--- src/rtl/prewish_mask_player_if.sv ---
// Strobe/data mask handshake between the controller (master) and the LED mask player (slave).
interface prewish_mask_player_if;
   logic       stb;
   logic [7:0] dat;
   logic       ack;

   modport master (output stb, output dat, input ack);
   modport slave  (input stb, input dat, output ack);
endinterface

--- src/rtl/prewish_mask_player.sv ---
// Captures an 8-bit blink mask on a strobe rising edge and plays it MSB first onto one LED,
// one bit per 2^MASK_CLK_BITS clocks, repeating until the next mask arrives.
//
//   state | meaning
//   ------+---------------------------------------------------
//   IDLE  | no pattern (zero mask or after reset), LED off
//   RUN   | prescaler counting, LED follows mask[bit_idx]
module prewish_mask_player #(
   parameter int MASK_CLK_BITS = 20
) (
   input  logic                         CLK_I,
   input  logic                         RST_I,
   prewish_mask_player_if.slave         bus,
   output logic                         o_led,
   output logic                         o_running,
   output logic                         o_wrap
);

   typedef enum logic {IDLE, RUN} state_t;

   localparam logic [MASK_CLK_BITS-1:0] PRESC_ONE = MASK_CLK_BITS'(1);

   state_t                   state_q;
   logic                     stb_prev_q;
   logic [7:0]               mask_q;
   logic [2:0]               bit_idx_q;
   logic [MASK_CLK_BITS-1:0] presc_q;
   logic                     ack_q;
   logic                     led_q;
   logic                     wrap_q;

   logic                     load;
   logic                     tick;
   logic [2:0]               idx_dec;

   always_comb begin
      load    = bus.stb & ~stb_prev_q;
      tick    = (presc_q == '1);
      idx_dec = bit_idx_q - 3'd1;
   end

   always_ff @(posedge CLK_I) begin
      if (RST_I) begin
         state_q    <= IDLE;
         stb_prev_q <= 1'b1;   // a strobe already high at release must not load
         mask_q     <= 8'h00;
         bit_idx_q  <= 3'd7;
         presc_q    <= '0;
         ack_q      <= 1'b0;
         led_q      <= 1'b0;
         wrap_q     <= 1'b0;
      end else begin
         stb_prev_q <= bus.stb;
         ack_q      <= 1'b0;
         wrap_q     <= 1'b0;
         if (load) begin
            mask_q    <= bus.dat;
            bit_idx_q <= 3'd7;
            presc_q   <= '0;
            ack_q     <= 1'b1;
            if (bus.dat != 8'h00) begin
               state_q <= RUN;
               led_q   <= bus.dat[7];
            end else begin
               state_q <= IDLE;
               led_q   <= 1'b0;
            end
         end else if (state_q == RUN) begin
            presc_q <= presc_q + PRESC_ONE;
            if (tick) begin
               bit_idx_q <= idx_dec;
               led_q     <= mask_q[idx_dec];
               wrap_q    <= (bit_idx_q == 3'd0);
            end else begin
               led_q <= mask_q[bit_idx_q];
            end
         end else begin
            presc_q <= '0;
            led_q   <= 1'b0;
         end
      end
   end

   assign bus.ack   = ack_q;
   assign o_led     = led_q;
   assign o_running = (state_q == RUN);
   assign o_wrap    = wrap_q;

endmodule

--- src/flat_wrapper.sv ---
// flat-port wrapper written by rule: the top's interface ports become plain ports
module prewish_mask_player_flat 
#(
   parameter int MASK_CLK_BITS = 20
)
  (CLK_I, RST_I, o_led, o_running, o_wrap, bus_stb, bus_dat, bus_ack);
  prewish_mask_player_if bus_i ();
  input  logic CLK_I;
  input  logic RST_I;
  output logic o_led;
  output logic o_running;
  output logic o_wrap;
  input wire logic [$bits(bus_i.stb)-1:0] bus_stb;
  input wire logic [$bits(bus_i.dat)-1:0] bus_dat;
  output wire logic [$bits(bus_i.ack)-1:0] bus_ack;
  assign bus_i.stb = bus_stb;
  assign bus_i.dat = bus_dat;
  assign bus_ack = bus_i.ack;
  prewish_mask_player #(.MASK_CLK_BITS(MASK_CLK_BITS)) u_core (.CLK_I(CLK_I), .RST_I(RST_I), .bus(bus_i), .o_led(o_led), .o_running(o_running), .o_wrap(o_wrap));
endmodule
--- config.mk ---
export PLATFORM = sky130hd
export DESIGN_NAME = prewish_mask_player_flat
export DESIGN_NICKNAME = d
export VERILOG_FILES = /design/src/rtl/prewish_mask_player_if.sv /design/src/rtl/prewish_mask_player.sv /design/src/flat_wrapper.sv
export SDC_FILE = /design/constraint.sdc
export NUM_CORES = 1
export LEC_CHECK = 0
export CORE_ASPECT_RATIO = 1.4
export CORE_MARGIN = 1
export CORE_UTILIZATION = 56
export DETAILED_ROUTE_END_ITERATION = 8
export GPL_ROUTABILITY_DRIVEN = 0
export PLACE_DENSITY_LB_ADDON = 0.25
export SLEW_MARGIN = 40
export SYNTH_ARGS = -nofsm -noshare
export SYNTH_HDL_FRONTEND = slang
export SYNTH_SLANG_ARGS = --single-unit
--- constraint.sdc ---
create_clock -name CLK_I -period 2.4 [get_ports CLK_I]
set_input_delay 0.72 -clock CLK_I [delete_from_list [all_inputs] [get_ports CLK_I]]
set_output_delay 0.72 -clock CLK_I [all_outputs]
set_load 0.03 [all_outputs]
==> results_dict.tcl <==
set metrics [dict create \
    core_area_sq_mm 0.00270 \
    row_count 22 \
    clock_skew_ps 6.80 \
    clock_sinks 36 \
    drt-initial-drc-count 23 \
    maxCapViolations 0 \
    fin_crit_ps 2060 \
    wl_per_cell_um 14.2 \
    totalNegativeSetupSlack_ps 0 \
    clock_latency_ps 340 \
    crit_fanout 2 \
    path_cells "clkdlybuf4s50_1" \
    synth.largest_area_cell "dfxtp_1" \
    totalWireLength_um 3220 \
    ir_drop_mv 0.466 \
    critPathTopFamily "buffers and inverters" \
    cts.path.max_buffers 2 \
    cts_buffers 5 \
    ys_types 33 \
    synth-seq-cells 36 \
    fp.dieW_um 47.7 \
    layout-drive-gt1-share_pct 12.6 \
    tightestPinTransition_ps 728 \
    grtUsageTotal_pct 23.8 \
    antenna_cells 0 \
    synth_fp_nets 184 \
    worstPathRequired_ps 1680 \
    power.switching_w 0.000217 \
    drc 0 \
    slew_viol_final 0 \
    p_comb_share_pct 6.0 \
    synth_top_area_share_pct 44.0 \
    finalSetupViolCount 0 \
    p_leak_nw 0.640 \
    synth_edf_count 0 \
    dieArea_sq_mm 0.00315 \
    grt_setup_unrepaired "false" \
    clkPwrFrac_pct 33.0 \
    crit_slowest_cell "clkdlybuf4s50_1" \
    cts_setup_buffers 0 \
    cts_resized 0 \
    ys.flop_type "dfxtp_1" \
    powerDensity_mw_per_mm2 526 \
    relSlewSlack_pct 51.0 \
    pwr-share-seq_pct 61.0 \
    critPathArrivalTime_ps 1340 \
    ys_top_cells_by_area "dfxtp_1 (44%), xnor2_1 (6.4%), mux4_2 (5.5%), a22o_1 (4.3%), nor2_1 (3.9%)" \
    firstDrtPassIters 4 \
    hold_violations 0 \
    cp-end-kind "output port" \
    grt_pass1_wl_um 5140 \
    io_buffers 14 \
    dp_hpwl_um 2450 \
    vias 1295 \
    postCtsHoldBufs 0 \
    internal_power_w 0.000783 \
    syn_inst 170 \
    cp-start-kind "flip-flop" \
    fin_crit_sh_pct 86.0 \
    avgViaCountPerCell 5.70 \
    crit_buf_inv 1 \
    ant_nets 0 \
    die_y_um 66.0 \
    grt_max_degree 14 \
    cts_tree "yes" \
    clockRootBuffer "clkbuf_4" \
    yosys_warnings 0 \
    utilization_pct 70.5 \
    critical_path_class "flip-flop to output port" \
    grt-ovfl-total 0 \
    final_nets 204 \
    fmax_mhz 484 \
    h-tree-depth 2 \
    synthToLayoutAreaGrowth_pct 16.1 \
    antenna_found_initial 0 \
    max_stage_delay_ps 670 \
    ios 15 \
    synth-seq-area-share_pct 44.0 \
    path_clk_slew_ps 100 \
    swShare_pct 21.7 \
    holdCritPathClass "flip-flop to flip-flop" \
    async_reset_ff_share_pct 0 \
    start_util_pct 60.7 \
    status "finished, final reports clean" \
    syn_area_sq_mm 0.00164 \
    grt_pass1_vias 1242 \
    syn_avg_cell_area_sq_um 9.63 \
    hold_ws_ps 487 \
]
[metal layers]
metal	vias up	track usage [%]	part of all wire [%]
met5	-	0	0
met2	26	41.0	54
li1	662	-	-
met3	9	8.47	3.5
met4	0	11.1	2.5
met1	598	24.0	40
[power by group through the flow]
stage	Sequential [W]	Clock (W)	Combinational, W
after CTS	0.000610	0.000337	0.0000605
final	0.000610	0.000330	0.0000601
after global placement	0.000623	0	0.0000579
after floorplan	0.000627	0	0.0000220
after global routing	0.000611	0.000368	0.0000643
after detailed placement	0.000624	0	0.0000603
[area by class of cell]
type,count,area [sq um]
Inverter,6,22.5
Timing Repair Buffer,21,193
Sequential cell,36,721
Fill cell,223,797
Clock buffer,8,58.8
Tap cell,36,45.0
Multi-Input combinational cell,120,861
[path summary, 6_finish.rpt]
path | startpoint | depth (start not counted) | to | slack [ps]
worst max-delay path | u_core.o_running | 1 | o_running | 340
worst max register to register | u_core.presc_q[0] | 5 | u_core.presc_q[16] | 340
worst min register to register | u_core.presc_q[0] | 1 | u_core.presc_q[0] | 490
worst min-delay path | u_core.presc_q[0] | 1 | u_core.presc_q[0] | 490
[registers in the layout, indices dropped and copies added, names as in the netlist]
name and flops:
u_core.o_wrap 1, u_core.bit_idx_q 3, u_core.o_running 1, u_core.presc_q 20, u_core.stb_prev_q 1, u_core.o_led 1, u_core.mask_q 8, u_core.bus.ack 1
[through the flow]
step                area [sq um]  worst slack, ps  std cells  power (W)
floorplan                   1640              515        170   0.000649
global placement            1840              398        219   0.000681
detailed placement          1840              312        219   0.000684
CTS                         1900              325        227    0.00101
global route                1900              228        227    0.00104
finish                      1900              335        227    0.00100
[cell families after synthesis]
family,share of synthesized area [%]
DFF,44.0
muxes,8.72
and+or+nand+nor,24.3
xor gates and xnor gates,6.96
AOI/OAI and AO/OA,10.3
buffers and inverters,3.36
adders and majority gates,2.29
[cells in the final DEF, fill, tap and decap left out, drive strengths merged, types with 3 or more instances in the layout]
master         netlist  final
a21oi                6      6
ha                   3      3
nand2               11     11
mux2i                3      3
and2                 3      3
dfxtp               36     36
inv                  6      6
or4                  5      5
buf                  0      7
nand3                6      6
mux4                 4      4
nor2                17     17
clkdlybuf4s50        0     14
o31ai                5      5
nor3                 5      5
nor4                 8      8
or3                  3      3
clkbuf               8      8
nand4                5      5
a22o                 8      8
xnor2               12     12
[cell usage after synthesis, drive strengths merged (5+ instances only)]
cell type and instances:
inv 6, nor2 17, a21oi 6, nand2 11
clkbuf 8, nand4 5, o31ai 5, xnor2 12
nor4 8, nand3 6, nor3 5, a22o 8
dfxtp 36, or4 5
(Power assumes the default switching activity.)
